`src/rtl/base64_regfile_loader.sv`:
```
// Base64 write-side loader: packs a byte stream into 6-bit sextets and writes them
// to an 8x6 register file. Define BASE64_WRAP_EN to wrap the address instead of stopping at FULL.
module base64_regfile_loader #(
    parameter int DEPTH = 8
) (
    input  logic       CLK,
    input  logic       CLRN,
    input  logic       START,
    input  logic [7:0] IN_DATA,
    input  logic       IN_VALID,
    input  logic       IN_LAST,
    output logic       IN_READY,
    output logic       WA2,
    output logic       WA1,
    output logic       WA0,
    output logic       WR,
    output logic [5:0] LD_DATA,
    output logic [3:0] COUNT,
    output logic       FULL,
    output logic       BUSY,
    output logic       DONE
);

    typedef enum logic [2:0] {
        S_IDLE,
        S_P0,
        S_P1,
        S_P2,
        S_P3,
        S_FLUSH,
        S_FIN
    } state_t;

    state_t     state_q, state_d;
    logic [2:0] addr_q, addr_d;
    logic [3:0] count_q, count_d;
    logic [5:0] hold_q, hold_d;
    logic       last_q, last_d;
    logic       busy_q, busy_d;
    logic       done_q, done_d;
    logic       wr_q, wr_d;
    logic [2:0] wa_q, wa_d;
    logic [5:0] ld_q, ld_d;

    logic       full;
    logic       in_ready;
    logic       xfer;
    logic       emit;
    logic [5:0] sextet;
    logic [2:0] addr_next;
    logic [3:0] count_next;

`ifdef BASE64_WRAP_EN
    assign full      = 1'b0;
    assign addr_next = (addr_q == 3'(DEPTH - 1)) ? '0 : addr_q + 3'd1;
`else
    assign full      = (count_q == 4'(DEPTH));
    assign addr_next = addr_q + 3'd1;
`endif

    assign count_next = (count_q == 4'(DEPTH)) ? count_q : count_q + 4'd1;
    assign in_ready   = busy_q & ~full &
                        ((state_q == S_P0) | (state_q == S_P1) | (state_q == S_P2));
    assign xfer       = IN_VALID & in_ready;

    always_comb begin
        state_d = state_q;
        addr_d  = addr_q;
        count_d = count_q;
        hold_d  = hold_q;
        last_d  = last_q;
        busy_d  = busy_q;
        done_d  = 1'b0;
        wr_d    = 1'b0;
        wa_d    = wa_q;
        ld_d    = ld_q;
        emit    = 1'b0;
        sextet  = '0;

        // hold_q keeps leftover bits left-justified so flush/P3 writes it unchanged
        case (state_q)
            S_IDLE: begin
                if (START) begin
                    state_d = S_P0;
                    busy_d  = 1'b1;
                    count_d = '0;
                    addr_d  = '0;
                    last_d  = 1'b0;
                end
            end
            S_P0: begin
                if (xfer) begin
                    emit    = 1'b1;
                    sextet  = IN_DATA[7:2];
                    hold_d  = {IN_DATA[1:0], 4'b0000};
                    state_d = IN_LAST ? S_FLUSH : S_P1;
                end
            end
            S_P1: begin
                if (xfer) begin
                    emit    = 1'b1;
                    sextet  = {hold_q[5:4], IN_DATA[7:4]};
                    hold_d  = {IN_DATA[3:0], 2'b00};
                    state_d = IN_LAST ? S_FLUSH : S_P2;
                end
            end
            S_P2: begin
                if (xfer) begin
                    emit    = 1'b1;
                    sextet  = {hold_q[5:2], IN_DATA[7:6]};
                    hold_d  = IN_DATA[5:0];
                    last_d  = IN_LAST;
                    state_d = S_P3;
                end
            end
            S_P3: begin
                emit    = 1'b1;
                sextet  = hold_q;
                state_d = last_q ? S_FIN : S_P0;
            end
            S_FLUSH: begin
                emit    = 1'b1;
                sextet  = hold_q;
                state_d = S_FIN;
            end
            S_FIN: begin
                done_d  = 1'b1;
                busy_d  = 1'b0;
                state_d = S_IDLE;
            end
            default: state_d = S_IDLE;
        endcase

        if (emit) begin
            wr_d    = 1'b1;
            wa_d    = addr_q;
            ld_d    = sextet;
            addr_d  = addr_next;
            count_d = count_next;
        end
    end

    always_ff @(posedge CLK or negedge CLRN) begin
        if (!CLRN) begin
            state_q <= S_IDLE;
            addr_q  <= '0;
            count_q <= '0;
            hold_q  <= '0;
            last_q  <= 1'b0;
            busy_q  <= 1'b0;
            done_q  <= 1'b0;
            wr_q    <= 1'b0;
            wa_q    <= '0;
            ld_q    <= '0;
        end else begin
            state_q <= state_d;
            addr_q  <= addr_d;
            count_q <= count_d;
            hold_q  <= hold_d;
            last_q  <= last_d;
            busy_q  <= busy_d;
            done_q  <= done_d;
            wr_q    <= wr_d;
            wa_q    <= wa_d;
            ld_q    <= ld_d;
        end
    end

    assign IN_READY = in_ready;
    assign WA2      = wa_q[2];
    assign WA1      = wa_q[1];
    assign WA0      = wa_q[0];
    assign WR       = wr_q;
    assign LD_DATA  = ld_q;
    assign COUNT    = count_q;
    assign FULL     = full;
    assign BUSY     = busy_q;
    assign DONE     = done_q;

endmodule

```
`config.mk`:
```
export PLATFORM = sky130hd
export DESIGN_NAME = base64_regfile_loader
export DESIGN_NICKNAME = d
export VERILOG_FILES = /design/src/rtl/base64_regfile_loader.sv
export SDC_FILE = /design/constraint.sdc
export NUM_CORES = 1
export LEC_CHECK = 0
export BUFFER_PORTS_ARGS = -buffer_cell sky130_fd_sc_hd__buf_2
export CAP_MARGIN = 20
export CELL_PAD_IN_SITES_DETAIL_PLACEMENT = 0
export CELL_PAD_IN_SITES_GLOBAL_PLACEMENT = 1
export CORE_ASPECT_RATIO = 0.75
export CORE_MARGIN = 5
export CORE_UTILIZATION = 39
export CTS_CLUSTER_SIZE = 16
export DETAILED_ROUTE_END_ITERATION = 8
export GPL_TIMING_DRIVEN = 0
export PLACE_DENSITY = 0.73
export RECOVER_POWER = 50
export SLEW_MARGIN = 20
export SYNTH_ARGS = -nofsm -noshare
export SYNTH_HDL_FRONTEND = slang
export SYNTH_SLANG_ARGS = --single-unit
```
`constraint.sdc`:
```
create_clock -name CLK -period 4.55 [get_ports CLK]
set_clock_uncertainty 0.2 [all_clocks]
set_input_delay 0.455 -clock CLK [delete_from_list [all_inputs] [get_ports CLK]]
set_output_delay 0.455 -clock CLK [all_outputs]
set_load 0.01 [all_outputs]
```
After elaboration in Yosys (flattened, before gate mapping)

Cells that the tools add are included.

Word-level logic and storage cells: 76
Output and inout port bits: 18
Bits of input ports: 13
Register bits: 29

Eq/ne operators: 12
Reductions and logical operators: 14
Add/sub/neg operators: 2
Mux-type cells: 32
Bitwise gates (word level): 6

Operators with widths:

| cell                | count |
|---|---|
| $mux 6              | 6 |
| $mux 3              | 10 |
| $pmux 6 s4          | 1 |
| $pmux 3 s6          | 1 |
| $pmux 6 s3          | 1 |
| $mux 4              | 4 |
| $ne 2x2->1 const B  | 5 |
| $eq 3x3->1 const B  | 3 |
| $reduce_and 4->1    | 2 |
| $reduce_bool 2->1   | 4 |
| $eq 3x2->1 const B  | 2 |
| $mux 1              | 6 |
| $pmux 1 s2          | 3 |
| $reduce_and 3->1    | 2 |
| $add 4x1->4 const B | 1 |
| $eq 4x4->1 const B  | 1 |
| $reduce_and 2->1    | 2 |
| $add 3x1->3 const B | 1 |
| $and 1x1->1         | 3 |
| $eq 3x1->1 const B  | 1 |
| $logic_not 3->1     | 1 |
| $reduce_bool 3->1   | 1 |
| $reduce_or 3->1     | 1 |
| $or 1x1->1          | 2 |
| other kinds (2)     | 2 |

Longest topological paths before layout

Gate-level depths: netlist (run 1).

Depth in word-level cells: 9
Depth in mapped cells: 7

Worst setup path before layout (run 1)

No wires, ideal clock.

Path type: reg2reg
Start point: register count_q[0] (netlist: COUNT[0])
End point: register wa_q[1]
Stages on the path, launching flop included: 7
Setup time: 125 ps
Path slack: 2550 ps
Data arrival time: 1675 ps
Data required time: 4225 ps
Path through: dfrtp_1 -> inv_1 -> ha_1 -> and4bb_2 -> nor4_4 -> buf_6 -> mux2_2

Cells in the longest elaborated chain, start to end: 7

RTL lines:

| what                     | line         | text |
|---|---|---|
| from (decl)              | 36           | `logic [3:0] count_q, count_d;` |
| from (signal assigned)   | 158          | `count_q <= count_d;` |
| $eq 4x4->1               | 57           | `assign full = (count_q == 4'(DEPTH));` |
| $not 1->1                | 62           | `assign in_ready = busy_q & ~full &` |
| $and 1x1->1 (2 in a row) | 62           |  |
| $and 1x1->1              | 64           | `assign xfer = IN_VALID & in_ready;` |
| $mux 1                   | 92, 100, 108 |  |
| $pmux 1 s2               | 81           | `case (state_q)` |
| via emit                 | 48           | `logic emit;` |
| to (signal assigned)     | 164          | `wa_q <= wa_d;` |
| to (decl)                | 42           | `logic [2:0] wa_q, wa_d;` |

The timed path passes the listed nets, and every way through them passes these cells.
A chain may end at the register's enable or synchronous reset.

Worst setup path after layout (run 1)

Start point: register state_q[0]
End point: output port IN_READY

Cells in the longest elaborated chain, start to end: 4
Elaborated cells between the ends (all ways): 6

RTL lines:

| what                                            | line | text |
|---|---|---|
| from (decl)                                     | 34   | `state_t state_q, state_d;` |
| from (signal assigned)                          | 156  | `state_q <= state_d;` |
| $eq 3x1->1 / $eq 3x2->1 (equally long branches) | 63   | `((state_q == S_P0) \| (state_q == S_P1) \| (state_q == S_P2));` |
| $or 1x1->1                                      | 63   |  |
| $or 1x1->1 (*)                                  | 63   |  |
| $and 1x1->1 (*)                                 | 62   |  |
| to (decl)                                       | 12   | `output logic IN_READY,` |

Mark *: on every way between the ends. The rest lies on a longest branch, timed or not.

==> qor.yml, run 1 <==
global_routing:
  antenna_found_initial: 0
  grtUsageMet1_pct: 22.9
  grt_usage_pct: 15.8
  overflow: 0
  met2_usage_pct: 22.8
  use_met3_pct: 4.36
  grt_max_degree: 30
  busiest_layer: "met1"
  grt_pass1_vias: 1377
  grt_pass1_wl_mm: 6.85
routing:
  wl_per_cell_um: 15.6
  drtPass1Iterations: 4
  via_count: 1455
  ant_nets: 0
  vias_per_cell: 5.47
  drtIter0Drc: 112
  drc_errors: 0
  drt_wl_total_mm: 4.15
clock_tree:
  ctsResizeCount: 0
  cts_buffer_depth: 2
  cts.sinks: 29
  clkTransAtPathRegs_ps: 70
  cts_hold_buf: 0
  cts_tree: "built"
  insertion_delay_ps: 280
  root_buffer: "clkbuf_8"
  numCtsBuffers: 5
  htreeDepth: 2
  cts_setup_buffers: 0
synthesis:
  synth.avg_cell_area_um2: 9.39
  synthCells: 173
  synth_seq_area_share_pct: 44.7
  syn_area_um2: 1620
  synth_nets: 189
  yosysWarnings: 0
  synth-edff-count: 0
  synth.distinct_cells: 42
  ys_async_sr_fraction_pct: 100
  synth_flop_cell: "dfrtp_1"
  yosys_register_bits: 29
timing:
  worst_slew_pin_slew_ps: 1610
  fin_crit_ps: 2410
  rsz0062_at_grt: "no"
  period_share_pct: 52.9
  slew_viol_final: 30
  timing.final.ws_setup_ps: 2140
  hold_viol_final: 0
  tns_ps: 0
  slew_headroom_pct: -7.15
  fmax_ghz: 0.416
  setup_viol: 0
run:
  drv_cap: 1
critical_path:
  regToRegSetupSlack_ps: 2320
  r2r_start: "COUNT[0]"
  critPathCaptureType: "output port"
  arrival_ps: 1750
  worstPathMaxFanout: 10
  required_ps: 3890
  r2r.worst_path.cells: 6
  critPathLaunchType: "flip-flop"
  reg2reg_to: "hold_q[5]"
  critical_path_class: "reg -> out"
floorplanning:
  die_x_um: 84.5
  start_util_pct: 40.3
  core-area_um2: 4030
  die-area_um2: 5570
  die_h_um: 65.9
  ios: 31
  num_rows: 20
place:
  io_buffers: 30
  dpl_cell_area_um2: 1840
  dp_worst_setup_slack_ps: 2380
  place_inst: 258
  hpwl_mm: 2.99
  gp_congestion: 0.899
final_layout:
  area_growth_syn_to_layout_pct: 17.8
  multi_input_area_um2: 796
  regArea_um2: 726
  final_cells: 266
  n_fill_cell: 401
  num_antenna_cells: 0
  layout.nets: 226
  final_area_um2: 1910
  drive_above_1_share_pct: 19.9
  post-route-util_pct: 47.5
  final_common_cell: "dfrtp_1"
  layout_common_cells: "dfrtp_1 (29), buf_2 (24), nand2_1 (23)"
min_path:
  hp-class: "reg -> reg"
  hold_end: "addr_q[2]"
  whs_path_depth: 1
  hp-start: "addr_q[2]"
power_and_ir_drop:
  p_leak_uw: 0.000911
  power.density_nw_per_um2: 727
  ir_worst_vdd_mv: 0.303
status:
  status: "finished with violations"
  violations: "max-capacitance violations, max-slew violations"
## per-layer routing
layer | vias to the layer above | routed length, um
met1 | 676 | 2040
li1 | 699 | -
met4 | 0 | 55
met2 | 71 | 1710
met5 | - | 0
met3 | 9 | 343
## layout make-up
cell class | count | share of cell area, %
inverters | 10 | 1.96
plain buffers | 11 | 3.40
multi-input cells | 123 | 41.6
flip-flops and latches | 29 | 37.9
clock inverters | 2 | 0.523
clock buffers | 6 | 3.79
well taps | 55 | 3.60
repair buffers | 30 | 7.19
## flip-flops by register name, summed over array words and instances, names as in the netlist
register / cells
BUSY: 1
COUNT: 4
DONE: 1
LD_DATA: 6
WR: 1
addr_q: 3
hold_q: 6
last_q: 1
state_q: 3
wa_q: 3
## worst max-delay path by stage
stage	startpoint	end	slack, ps	depth (start not counted)
2_1_floorplan	COUNT[0]	wa_q[1]	2550	6
3_3_place_gp	COUNT[0]	hold_q[5]	2380	6
3_5_place_dp	COUNT[0]	hold_q[4]	2380	6
4_1_cts	state_q[0]	IN_READY	2160	5
5_1_grt	COUNT[0]	IN_READY	2030	6
6_report	state_q[0]	IN_READY	2140	5
## through the flow
| stage | power (uW) | hold slack [ps] |
|---|---|---|
| 2_1_floorplan | 969 | -40.6 |
| 3_3_place_gp | 1170 | 255 |
| 3_5_place_dp | 1190 | 270 |
| 4_1_cts | 1400 | 27.3 |
| 5_1_grt | 1510 | 288 |
| 6_report | 1390 | 271 |
## where the power goes
group | total (uW) | internal [uW] | leakage (uW) | switching, uW
logic | 731 | 301 | 0.000499 | 429
registers | 452 | 374 | 0.000366 | 77.9
clock network | 208 | 106 | 0.0000450 | 103
## cell families after synthesis
group | after synthesis | share of synthesized area [%]
compound gates | 45 | 18.6
mux | 11 | 7.09
buf+inv | 21 | 6.32
fa+ha+maj | 4 | 2.93
flops | 29 | 44.7
simple gates | 63 | 20.4
## synth_stat cells, types with 2 or more instances
master	n	area share (%)
ha_1	3	2.3
o22ai_1	2	0.77
nor2_1	9	2.1
a21o_1	2	0.92
a22oi_1	2	0.92
o21ai_0	11	3.4
buf_2	4	1.2
nor3_1	5	1.5
and4b_1	2	1.2
o211ai_1	4	1.8
nand3_1	8	2.5
o31ai_1	4	1.8
o32ai_1	2	1.1
nand2b_1	2	0.77
inv_1	9	2.1
nand2_1	23	5.3
mux2i_1	7	4.3
and2_1	2	0.77
buf_6	2	1.4
and3_1	2	0.77
a21oi_1	8	2.5
o2bb2ai_1	2	1.1
nor2b_1	4	1.5
dfrtp_1	29	45
mux2_2	4	2.8
clkbuf_1	2	0.46
a32oi_1	3	1.6
buf_1	2	0.46
## worst max-delay path, cell delays in order, from the launching register on
cell and delay [ps]:
dfrtp_1 370, buf_2 240, buf_1 430, o21ai_0 190, nor2_1 110, buf_2 130
Power figures use the tool's default switching activity.
==> inputs of run 2 (changes only) <==
- CORE_UTILIZATION: 39 -> 37
- PLACE_DENSITY: 0.73 -> 0.72
- clock period: 4.55 -> 2.2 ns (I/O delays scaled with it)
==> qor.yml, run 2 (synthesis gave the netlist of run 1 again) <==
status:
  status: "finished, final reports clean"
timing:
  setup_viol: 0
  slew_headroom_pct: 50.4
  hold_viol_final: 0
  slew_viol_final: 0
  fin_crit_ps: 2080
  period_share_pct: 94.7
  tns_ps: 0
  worst_slew_pin_slew_ps: 744
  rsz0062_at_grt: "no"
  fmax_ghz: 0.480
  timing.final.ws_setup_ps: 116
place:
  hpwl_mm: 3.19
  dp_worst_setup_slack_ps: 51.9
  gp_congestion: 0.861
  io_buffers: 30
floorplanning:
  core-area_um2: 4150
  die-area_um2: 5830
  start_util_pct: 39.1
  die_h_um: 67.4
  num_rows: 20
  die_x_um: 86.5
  ios: 31
global_routing:
  grt_pass1_vias: 1408
  antenna_found_initial: 0
  grt_max_degree: 30
  grt_usage_pct: 16.6
  overflow: 0
  grt_pass1_wl_mm: 7.25
routing:
  via_count: 1471
  vias_per_cell: 5.47
  drt_wl_total_mm: 4.44
  drtIter0Drc: 143
  wl_per_cell_um: 16.5
  ant_nets: 0
  drc_errors: 0
  drtPass1Iterations: 4
clock_tree:
  cts_tree: "built"
  insertion_delay_ps: 290
  numCtsBuffers: 5
  htreeDepth: 2
  root_buffer: "clkbuf_8"
  clkTransAtPathRegs_ps: 60
  cts.sinks: 29
  cts_buffer_depth: 2
min_path:
  whs_path_depth: 3
  hp-class: "in -> reg"
  hp-start: "IN_DATA[0]"
  hold_end: "hold_q[0]"
final_layout:
  layout.nets: 229
  num_antenna_cells: 0
  final_common_cell: "dfrtp_1"
  layout_common_cells: "dfrtp_1 (29), nand2_1 (23), buf_2 (22)"
  area_growth_syn_to_layout_pct: 22.1
  drive_above_1_share_pct: 21.5
critical_path:
  critPathCaptureType: "flip-flop"
  r2r_start: "COUNT[0]"
  worstPathMaxFanout: 10
  reg2reg_to: "wa_q[2]"
  critical_path_class: "reg -> reg"
  arrival_ps: 2060
  required_ps: 2170
  critPathLaunchType: "flip-flop"
  regToRegSetupSlack_ps: 120
  r2r.worst_path.cells: 6
power_and_ir_drop:
  ir_worst_vdd_mv: 0.598
  power.density_nw_per_um2: 1550
  p_leak_uw: 0.000938
run:
  drv_cap: 0
[run 2: metrics by stage]
step                      hold WS, ps  area [um2]  power (uW)  std cells  util, %
after global placement           82.3        1840        2430        258     44.4
after global routing             37.7        1980        3340        269     47.7
after floorplan                  -276        1620        2000        173        -
final                            24.8        1980        3080        269     47.7
after detailed placement         95.9        1840        2490        258     44.4
after CTS                        21.2        1970        3100        267     47.4
[run 2: worst max-delay path, cell delays in order, from the launching register on]
cell and delay, ps:
dfrtp_1 410, inv_1 80, ha_1 220, and4bb_2 250, nor4_4 290, buf_6 190, mux2_2 330
[run 2: worst max path at each step]
stage	from	to	slack [ps]
6_report	COUNT[0]	wa_q[2]	120
5_1_grt	COUNT[0]	wa_q[1]	30
4_1_cts	COUNT[0]	hold_q[4]	30
3_5_place_dp	COUNT[0]	hold_q[5]	50
3_3_place_gp	COUNT[0]	hold_q[5]	40
2_1_floorplan	COUNT[0]	wa_q[1]	200
[run 2: repair_timing]
item                                   in CTS  in global routing
setup endpoints to repair                   1                 13
endpoints found under the hold margin      29                  0
resized for setup                           1                  4
hold buffers                                1                  0
setup buffers                               0                  2
cloned                                      0                  0
[run 2: routing by layer]
metal,up-vias,GRT usage (%),wire (um)
met5,-,0,0
met4,0,7.59,59
met3,5,3.78,384
met2,63,23.2,1850
met1,698,24.3,2150
li1,705,-,-
[run 2: area by class of cell]
class | instances | area [um2]
Buffer | 11 | 67.6
Clock buffer | 7 | 86.3
Clock inverter | 1 | 30.0
Fill cell | 436 | 2170
Inverter | 10 | 37.5
Multi-Input combinational cell | 123 | 807
Sequential cell | 29 | 726
Tap cell | 55 | 68.8
Timing Repair Buffer | 33 | 160
[run 2: power breakdown]
group          switching, uW  total, uW  internal, uW
Sequential               164        939           774
Clock                    221        590           369
Combinational            912       1550           636
